==> src/rtl/bundle_pkg.sv <==
// bundle_pkg: shared types and constants for the bundle reader.
//   state_e       reader FSM states
//   Fc*Bit        bit positions inside fault_code
//   ERR_MAX       saturation value of err_count
//   CNT_MAX       saturation value of the optional period counter
package bundle_pkg;

    typedef enum logic [1:0] {StIdle, StSync, StTrack, StFault} state_e;

    localparam int unsigned FcIndexBit  = 0;
    localparam int unsigned FcParityBit = 1;
    localparam int unsigned FcVectorBit = 2;

    localparam int unsigned ERR_MAX = 255;
    localparam logic [15:0] CNT_MAX = 16'hFFFF;

endpackage

==> src/rtl/bundle_period_ctr.sv <==
// bundle_period_ctr: measures the length of the writer's sequence cycle.
// Ports:
//   clock    rising-edge clock
//   reset_n  synchronous active-low reset
//   start    first passing beat (leaving SYNC): that beat counts as 1
//   step     passing beat while tracking
//   wrap     the state after this step equals the recorded start state
//   period   last measured cycle length, 0 until measured
module bundle_period_ctr
    import bundle_pkg::*;
(
    input  logic        clock,
    input  logic        reset_n,
    input  logic        start,
    input  logic        step,
    input  logic        wrap,
    output logic [15:0] period
);

    // Beats taken since the start state was last seen.
    logic [15:0] cnt_q;

    always_ff @(posedge clock) begin
        if (!reset_n) begin
            cnt_q  <= '0;
            period <= '0;
        end else if (start) begin
            cnt_q <= 16'd1;
        end else if (step && (cnt_q != CNT_MAX)) begin
            // A saturated counter no longer yields a meaningful period.
            if (wrap) begin
                period <= cnt_q + 16'd1;
                cnt_q  <= '0;
            end else begin
                cnt_q <= cnt_q + 16'd1;
            end
        end
    end

endmodule

==> src/rtl/bundle_reader.sv <==
// bundle_reader: follows a writer that updates one bit of a vector per beat,
// reconstructs the vector and flags any beat inconsistent with the tracked state.
// Ports:
//   clock, reset_n      clock and synchronous active-low reset
//   b_valid             a write-back beat occurs this cycle
//   b_index             bit position written this beat
//   b_inp               writer's vector before the update
//   b_out               bit being written (expected ^b_inp)
//   resync              forces IDLE next cycle from any state
//   locked, fault       registered state indications (TRACK, FAULT)
//   fault_code          {vector, parity, index} error bits of the faulting beat
//   err_count           saturating count of faulting beats
//   shadow              reconstructed vector
//   period              sequence cycle length (0 unless BUNDLE_READER_PERIOD_EN)
// Optional feature macro: BUNDLE_READER_PERIOD_EN
module bundle_reader
    import bundle_pkg::*;
#(
    parameter int unsigned WIDTH = 4,
    parameter int unsigned IW    = $clog2(WIDTH)
) (
    input  logic             clock,
    input  logic             reset_n,
    input  logic             b_valid,
    input  logic [IW-1:0]    b_index,
    input  logic [WIDTH-1:0] b_inp,
    input  logic             b_out,
    input  logic             resync,
    output logic             locked,
    output logic             fault,
    output logic [2:0]       fault_code,
    output logic [7:0]       err_count,
    output logic [WIDTH-1:0] shadow,
    output logic [15:0]      period
);

    state_e           state_q;
    logic [IW-1:0]    exp_q;
    logic [IW-1:0]    exp_inc;
    logic [IW-1:0]    idx_inc;
    logic [WIDTH-1:0] shadow_upd;
    logic [2:0]       chk;

    // WIDTH is a power of two, so IW-bit addition wraps WIDTH-1 to 0.
    assign exp_inc = exp_q + IW'(1);
    assign idx_inc = b_index + IW'(1);

    always_comb begin
        shadow_upd          = b_inp;
        shadow_upd[b_index] = b_out;
        chk                 = '0;
        chk[FcIndexBit]     = (b_index != exp_q);
        chk[FcParityBit]    = (b_out != ^b_inp);
        chk[FcVectorBit]    = (b_inp != shadow);
    end

    always_ff @(posedge clock) begin
        if (!reset_n) begin
            state_q    <= StIdle;
            exp_q      <= '0;
            shadow     <= '0;
            locked     <= 1'b0;
            fault      <= 1'b0;
            fault_code <= '0;
            err_count  <= '0;
        end else if (resync) begin
            // Takes priority over any beat in the same cycle.
            state_q    <= StIdle;
            locked     <= 1'b0;
            fault      <= 1'b0;
            fault_code <= '0;
        end else if (b_valid) begin
            case (state_q)
                StIdle: begin
                    shadow  <= shadow_upd;
                    exp_q   <= idx_inc;
                    state_q <= StSync;
                end
                StSync, StTrack: begin
                    if (|chk) begin
                        state_q    <= StFault;
                        locked     <= 1'b0;
                        fault      <= 1'b1;
                        fault_code <= chk;
                        if (err_count != 8'(ERR_MAX)) begin
                            err_count <= err_count + 8'd1;
                        end
                    end else begin
                        shadow[b_index] <= b_out;
                        exp_q           <= exp_inc;
                        state_q         <= StTrack;
                        locked          <= 1'b1;
                    end
                end
                default: ; // FAULT is sticky until resync
            endcase
        end
    end

`ifdef BUNDLE_READER_PERIOD_EN
    logic [WIDTH-1:0] start_q;
    logic [IW-1:0]    start_idx_q;
    logic             beat_pass;

    assign beat_pass = b_valid && !resync && (chk == 3'b000) &&
                       ((state_q == StSync) || (state_q == StTrack));

    always_ff @(posedge clock) begin
        if (!reset_n) begin
            start_q     <= '0;
            start_idx_q <= '0;
        end else if (!resync && b_valid && (state_q == StIdle)) begin
            start_q     <= shadow_upd;
            start_idx_q <= idx_inc;
        end
    end

    bundle_period_ctr u_period_ctr (
        .clock   (clock),
        .reset_n (reset_n),
        .start   (beat_pass && (state_q == StSync)),
        .step    (beat_pass && (state_q == StTrack)),
        .wrap    ((shadow_upd == start_q) && (exp_inc == start_idx_q)),
        .period  (period)
    );
`else
    assign period = '0;
`endif

endmodule
==> config.mk <==
export PLATFORM = sky130hd
export DESIGN_NAME = bundle_reader
export DESIGN_NICKNAME = d
export VERILOG_FILES = /design/src/rtl/bundle_pkg.sv /design/src/rtl/bundle_period_ctr.sv /design/src/rtl/bundle_reader.sv
export SDC_FILE = /design/constraint.sdc
export NUM_CORES = 1
export LEC_CHECK = 0
export ABC_AREA = 1
export CAP_MARGIN = 25
export CORE_ASPECT_RATIO = 1.1
export CORE_MARGIN = 4
export CORE_UTILIZATION = 35
export DETAILED_ROUTE_END_ITERATION = 10
export GPL_ROUTABILITY_DRIVEN = 0
export GPL_TIMING_DRIVEN = 1
export PLACE_DENSITY = 0.61
export SLEW_MARGIN = 10
export SYNTH_ARGS = -nofsm -noshare
export SYNTH_HDL_FRONTEND = slang
export SYNTH_HIERARCHICAL = 1
export SYNTH_SLANG_ARGS = --single-unit
==> constraint.sdc <==
create_clock -name clock -period 1.7 [get_ports clock]
set_input_delay 0.34 -clock clock [delete_from_list [all_inputs] [get_ports clock]]
set_output_delay 0.34 -clock clock [all_outputs]
set_load 0.01 [all_outputs]
======== Word level (Yosys, flattened, before mapping) ========
Index checks and enable logic that the tools add are counted.
word-level totals
  memory bits (writable) .................. 0
  flip-flop bits (word level) ............. 21
  word-level logic and storage cells ...... 44
  memories kept ........................... 0
  memory bits (read-only) ................. 0
  latch bits .............................. 0
  output and inout port bits .............. 33
  input port bits ......................... 11
operators by class
  divide/modulo/power cells ............... 0
  bitwise logic cells ..................... 2
  reduce and logical (&&, ||, !) cells .... 12
  equality and inequality tests ........... 7
  $lt $le $gt $ge ......................... 2
  multiplexer cells ....................... 11
  multiply operators ...................... 0
  $add $sub $neg .......................... 3
  shift-type cells ........................ 0
operators with widths
  kind                                                                           count
  8-bit by 1-bit adder with 8-bit output (second input constant)                 1
  4-bit bitwise mux                                                              2
  8-bit inequality test (second input constant)                                  1
  2-bit case mux with 2 select lines                                             2
  4-bit case mux with 2 select lines                                             1
  5-bit AND reduction                                                            1
  2-bit by 1-bit adder with 2-bit output (second input constant)                 2
  4-bit 2-to-1 mux                                                               1
  4-bit inequality test                                                          1
  2-bit AND reduction                                                            2
  4-bit AND reduction                                                            1
  2-bit OR reduction                                                             2
  4-bit XOR reduction                                                            1
  2-bit by 3-bit less-than comparator with 1-bit output (second input constant)  1
  1-bit 2-to-1 mux                                                               3
  3-bit AND reduction                                                            1
  3-bit OR reduction                                                             1
  1-bit demux with 2-bit select                                                  1
  2-bit by 1-bit == test with 1-bit output (second input constant)               1
  2-bit == test (second input constant)                                          1
  2-bit by 1-bit >= comparator with 1-bit output (second input constant)         1
  2-bit zero test                                                                1
  2-bit 2-to-1 mux                                                               1
  2-bit inequality test                                                          1
  other kinds (5)                                                                6

======== Longest topological paths before layout ========
Gate-level depths: netlist of run 1.
  word-level depth ........................ 7
  depth in mapped cells ................... 14
  depth with buffers taken out ............ 13

======== Worst setup path after synthesis of run 1 ========
OpenSTA, ideal clock, no wires.
  kind .................................... register -> register
  from .................................... reg state_q[1]
  to ...................................... reg err_count[2]
  data required time ...................... 1.628 ns
  setup time .............................. 0.072 ns
  clock period less this slack ............ 1.521 ns
  path slack .............................. 0.179 ns
  cell stages (with the launch flop) ...... 8
  arrival ................................. 1.449 ns
  path through ............................ dfxtp_1 inv_1 ha_1 nand2_1 inv_1 clkbuf_1 nand4_1 a21oi_1
between the ends
  longest elaborated chain between the ends .. 3
  elaborated cells on any way between the ends .. 4
ends and longest elaborated chain
  what                                                                       line                 source
  from (decl)                                                                bundle_reader.sv:37  state_e state_q;
  from (signal assigned)                                                     bundle_reader.sv:59  state_q <= StIdle;
  from (signal assigned)                                                     bundle_reader.sv:68  state_q <= StIdle;
  from (signal assigned)                                                     bundle_reader.sv:77  state_q <= StSync;
  2-bit by 1-bit == test with 1-bit output or 2-bit == test (tied branches)  bundle_reader.sv:73  case (state_q)
  2-bit OR reduction *                                                       bundle_reader.sv:73
  5-bit AND reduction (no source line) *                                     -
  to (signal assigned)                                                       bundle_reader.sv:86  err_count <= err_count + 8'd1;
  to (decl)                                                                  bundle_reader.sv:32  output logic [7:0] err_count,
Mark *: on every way between the ends. The rest lies on a longest branch, timed or not.
A chain may end at the register's enable or synchronous reset.

======== Final worst setup path of run 1 ========
  from .................................... reg err_count[6]
  to ...................................... out err_count[6]
No word-level cell between the ends.

==> results of run 1 <==
==> state kept, by name, indices dropped and copies added (netlist names) <==
name,flops
shadow,4
state_q,2
exp_q,2
fault,1
locked,1
fault_code,3
err_count,8
==> worst paths after layout <==
| path | start | endpoint | slack (ns) | cells after the start |
|---|---|---|---|---|
| worst max-delay path | err_count[6] | err_count[6] | 0.06 | 1 |
| worst min-delay path | fault | fault | 0.45 | 2 |
| worst max register to register | state_q[1] | shadow[0] | 0.14 | 9 |
| worst min register to register | fault | fault | 0.45 | 2 |
==> layer usage <==
layer | up-vias | wire length (µm)
li1 | 761 | -
met3 | 2 | 124
met2 | 27 | 1610
met1 | 627 | 1620
met4 | 0 | 21
met5 | - | 0
==> cell usage in the layout (no fill, tap or decap) <==
| cell type | n |
|---|---|
| xor2_1 | 6 |
| a21oi_1 | 15 |
| clkinv_1 | 1 |
| nand2_4 | 2 |
| a21oi_2 | 1 |
| dfxtp_1 | 21 |
| nor2_1 | 10 |
| nand3b_1 | 1 |
| nand4_1 | 12 |
| a31oi_2 | 1 |
| nand3_1 | 10 |
| nand2_1 | 62 |
| or2_0 | 1 |
| dlymetal6s2s_1 | 3 |
| inv_1 | 20 |
| buf_6 | 1 |
| ha_4 | 1 |
| xnor2_1 | 3 |
| nor2_2 | 2 |
| clkbuf_8 | 3 |
| nand3_4 | 1 |
| nand2_2 | 2 |
| ha_1 | 2 |
| buf_4 | 19 |
| conb_1 | 16 |
| nor3_1 | 1 |
| clkinv_2 | 1 |
| inv_2 | 6 |
| clkdlybuf4s50_1 | 22 |
| buf_2 | 2 |
| o21ai_0 | 11 |
| o211a_1 | 1 |
| dlygate4sd2_1 | 2 |
| nand3_2 | 2 |
==> cell families (layout without fill, tap and decap cells) <==
logic type                 after synthesis  after routing  synth area share (%)
DFF                                     21             21                  29.4
AOI/OAI and AO/OA                       29             29                  11.0
other                                    1             16                 0.262
xor gates and xnor gates                 9              9                  5.51
and+or+nand+nor                        106            106                  33.5
adders and majority gates                3              3                  2.62
buffers and inverters                   48             80                  17.7
==> final cells by class <==
| type | count | area share (%) |
|---|---|---|
| Inverter | 27 | 5.27 |
| Clock buffer | 3 | 2.15 |
| Timing Repair Buffer | 49 | 22.9 |
| Multi-Input combinational cell | 163 | 44.2 |
| Tap cell | 52 | 3.39 |
| Clock inverter | 1 | 0.260 |
| Sequential cell | 21 | 21.9 |
==> timing repair <==
item / CTS / global route
cloned: 0 / 2
setup buffers: 0 / 1
endpoints found under the setup margin: 8 / 20
pin swaps: 0 / 3
resized for setup: 3 / 13
==> power breakdown <==
group	total (mW)	switching, mW	internal (mW)	leakage [nW]
clock	0.344	0.180	0.164	0.0255
combinational	0.288	0.157	0.130	0.700
sequential	0.520	0.0122	0.508	0.170
total	1.15	0.350	0.802	0.896
==> run_results.csv, run 1 <==
group,metric,value,unit
grt,overflow,0,
grt,grt_max_degree,13,
floorplanning,die_x,69.0,µm
placement,hpwlAfterDp,2500,µm
synthesis,synth_flop_cell,"dfxtp_1",
finish,final_util,48.5,%
critical_path,slowest_delay,0.58,ns
power,p_leak,0.896,nW
placement,dpl-instance-area,0.00181,mm²
critical_path,end_kind,"output pin",
drt,route.antenna.remaining_nets,0,
finish,multi_input_area,850,µm²
sta,finalCritPeriodShare,96.2,%
finish,regArea,420,µm²
grt,met1_usage,18.7,%
drt,drcViolationCount,0,
clock_tree,root_buffer,"clkbuf_8",
grt,grt_pass1_wl,5350,µm
finish,fillers,424,
clock_tree,cts-hold-fix-buffers,0,
grt,use_met2,21.0,%
sta,final.setup.tns,0,ns
floorplanning,die_y,75.1,µm
drt,via_count,1417,
status,outcome,"finished, final reports clean",
sta,drv_slew,0,
synthesis,synth_edf_count,0,
sta,layout_setup_ws,0.0648,ns
clock_tree,cts.sinks,21,
drt,dr.pass1.iters,4,
drt,drt-total-wl,3380,µm
critical_path,startpoint_type,"flip-flop",
hold_path,holdCritPathClass,"flip-flop to flip-flop",
synthesis,yosys_warnings,6,
power,finalPower,1.15,mW
clock_tree,cts_tree,"done",
critical_path,slowest_stage,"clkdlybuf4s50_1",
finish,final_area,0.00192,mm²
synthesis,async_flop_share,0,%
grt,antenna_found_initial,0,
finish,nets,279,
floorplanning,start_util,36.1,%
critical_path,cp_max_fo,5,
synthesis,ys_seq_area_share,29.4,%
placement,place_inst,309,
clock_tree,numCtsBuffers,3,
placement,io_buffers,27,
finish,antenna_cells,0,
clock_tree,insertion_delay,0.26,ns
grt,grt_pass1_vias,1214,
clock_tree,clk_path_buf_depth,2,
finish,fin_cells,316,
synthesis,syn_avg_cell_area,6.60,µm²
finish,area_delta_synth_final,34.3,%
grt,track_usage,13.3,%
clock_tree,clkTransAtPathRegs,0.08,ns
sta,setup_viol,0,
synthesis,synth.largest_area_cell,"dfxtp_1",
critical_path,cp_data_arrival_time,1.30,ns
critical_path,cp.buffers_inverters,1,
drt,drt_iter0_drc,70,
critical_path,cp.required,1.36,ns
job,drv_cap,0,
synthesis,synth_common_cells,"nand2_1, dfxtp_1, inv_1",
clock_tree,htreeDepth,1,
floorplanning,fp-row-count,24,
synthesis,synth_cells,217,
power,vdd_ir_drop_max,259,µV
drt,post_drt_wl_per_cell,10.7,µm
grt,grtUsageMet3,1.34,%
floorplanning,ios,44,
floorplanning,die_area,0.00518,mm²
drt,avgViaCountPerCell,4.48,
synthesis,netlist_area,0.00143,mm²
sta,post-route-min-period,1.64,ns
finish,drive_gt1_share,16.7,%
synthesis,synth.most_common_cell,"nand2_1",
critical_path,crit_family,"buffers and inverters",
sta,fin_skew,0.00159,ns
grt,grt-busiest-layer,"met2",
placement,pre_cts_slack,-0.347,ns
sta,timing.hold.ws,0.450,ns
floorplanning,core_area,0.00396,mm²
synthesis,synth.top_cell.area_share,29.4,%
synthesis,synthTopCellsByArea,"dfxtp_1, nand2_1, buf_4, a21oi_1, inv_1",
sta,fmax,0.612,GHz
synthesis,synth.ff_latch_count,21,
synthesis,ys_types,26,
power,p_per_area,599,mW/mm²
sta,hold_viol,0,
critical_path,path_cells,"clkdlybuf4s50_1",
critical_path,path_class,"flip-flop to output pin",
No activity file was read; power rests on OpenSTA's default activity.
==> inputs of run 2 (changes only) <==
--- a/config.mk
+++ b/config.mk
@@ -6,14 +6,13 @@
 export NUM_CORES = 1
 export LEC_CHECK = 0
 export ABC_AREA = 1
-export CAP_MARGIN = 25
 export CORE_ASPECT_RATIO = 1.1
 export CORE_MARGIN = 4
 export CORE_UTILIZATION = 35
 export DETAILED_ROUTE_END_ITERATION = 10
 export GPL_ROUTABILITY_DRIVEN = 0
 export GPL_TIMING_DRIVEN = 1
-export PLACE_DENSITY = 0.61
+export PLACE_DENSITY = 0.65
 export SLEW_MARGIN = 10
 export SYNTH_ARGS = -nofsm -noshare
 export SYNTH_HDL_FRONTEND = slang
==> run_results.csv, run 2 (synthesis results as in run 1) <==
group,metric,value,unit
status,outcome,"finished, final reports clean",
floorplanning,die_y,75.1,µm
power,finalPower,1.15,mW
sta,setup_viol,0,
sta,drv_slew,0,
floorplanning,core_area,0.00396,mm²
finish,antenna_cells,0,
floorplanning,die_area,0.00518,mm²
clock_tree,root_buffer,"clkbuf_8",
grt,grt_pass1_wl,5140,µm
sta,post-route-min-period,1.65,ns
floorplanning,die_x,69.0,µm
sta,fmax,0.606,GHz
critical_path,slowest_delay,0.50,ns
critical_path,path_class,"input port to flip-flop",
critical_path,crit_family,"buffers and inverters",
critical_path,startpoint_type,"input port",
critical_path,slowest_stage,"clkdlybuf4s50_1",
grt,grt_max_degree,13,
drt,drt_iter0_drc,43,
clock_tree,insertion_delay,0.26,ns
finish,final_cell_mix,"nand2_1, buf_4, clkdlybuf4s50_1, inv_1, dfxtp_1",
drt,post_drt_wl_per_cell,10.4,µm
clock_tree,htreeDepth,1,
grt,antenna_found_initial,0,
clock_tree,cts_tree,"done",
clock_tree,numCtsBuffers,3,
sta,hold_viol,0,
drt,drcViolationCount,0,
critical_path,path_cells,"clkdlybuf4s50_1 > xnor2_1 > nand3_1 > nor2_2 > nand2_2 > nand2_4 > buf_4 > nand3_2 > nand2_1 > inv_1 > nor2_1",
finish,regMostFlops,"err_count",
finish,largest_reg_flops,8,
finish,final_util,49.3,%
finish,final_common_cell,"nand2_1",
sta,layout_setup_ws,0.0510,ns
grt,track_usage,12.7,%
drt,dr.pass1.iters,6,
finish,drive_gt1_share,17.9,%
clock_tree,cts-hold-fix-buffers,0,
floorplanning,fp-row-count,24,
drt,avgViaCountPerCell,4.53,
power,p_per_area,588,mW/mm²
clock_tree,clk_path_buf_depth,2,
placement,pre_cts_slack,-0.366,ns
hold_path,holdCritPathClass,"flip-flop to flip-flop",
drt,via_count,1448,
sta,fin_skew,0.00895,ns
placement,io_buffers,27,
clock_tree,clkTransAtPathRegs,0.08,ns
critical_path,end_kind,"flip-flop",
placement,hpwlAfterDp,2500,µm
critical_path,cp_max_fo,6,
finish,area_delta_synth_final,36.6,%
job,drv_cap,0,
critical_path,cp_data_arrival_time,1.85,ns
critical_path,cp.required,1.90,ns
grt,overflow,0,
drt,route.antenna.remaining_nets,0,
finish,nets,283,
floorplanning,ios,44,
sta,final.setup.tns,0,ns
grt,grt_pass1_vias,1261,
power,p_leak,0.920,nW
power,vdd_ir_drop_max,266,µV
sta,finalCritPeriodShare,97.0,%
drt,drt-total-wl,3340,µm
floorplanning,start_util,36.1,%
finish,top_regs,"err_count x8, shadow x4, fault_code x3",
critical_path,cp.buffers_inverters,3,
clock_tree,cts.sinks,21,
[run 2: repair_timing]
action / in CTS / in global routing
resized for setup: 2 / 12
gates cloned: 0 / 1
endpoints found under the setup margin: 7 / 20
pin swaps: 0 / 4
buffers inserted: 0 / 4
[run 2: per-stage QoR]
stage                     hold WS, ns  cells  instance area [µm²]
final                           0.453    320                 1960
after global routing            0.479    320                 1960
after CTS                       0.456    315                 1880
after detailed placement        0.443    311                 1830
after global placement          0.439    311                 1830
after floorplan                 0.460    232                 1490
[run 2: power breakdown]
group          switching [mW]  internal (mW)  leakage (nW)  total (mW)
clock network           0.167          0.163        0.0255       0.330
registers              0.0122          0.508         0.171       0.521
logic                   0.158          0.141         0.724       0.299
[run 2: final cells by class]
class                   instances  area [µm²]
well taps                      52        65.1
fillers                       441        2010
multi-input cells             163         837
inverters                      27         101
clock inverters                 1        5.00
flip-flops and latches         21         422
repair buffers                 53         484
clock buffers                   3        41.3
[run 2: worst paths after layout]
path / to / cells past startpoint / slack [ns] / from
setup / recovery: shadow[1] / 11 / 0.05 / b_index[1]
hold / removal: fault / 2 / 0.45 / fault
setup reg to reg: shadow[1] / 9 / 0.15 / state_q[1]
hold reg to reg: fault / 2 / 0.45 / fault
[run 2: metal layers]
metal  track usage [%]  wire length [µm]  up-vias
met2              20.2              1590       38
met1              16.7              1510      634
met4              6.71                92        0
met3              1.34               152        8
li1                  -                 -      768
met5                 0                 0        -
[run 2: worst min-delay path, delay by kind of cell, from the launching register on]
kind,cells,cell delay (ns)
compound gates,1,0.05
buf+inv,1,0.04
flops,1,0.32
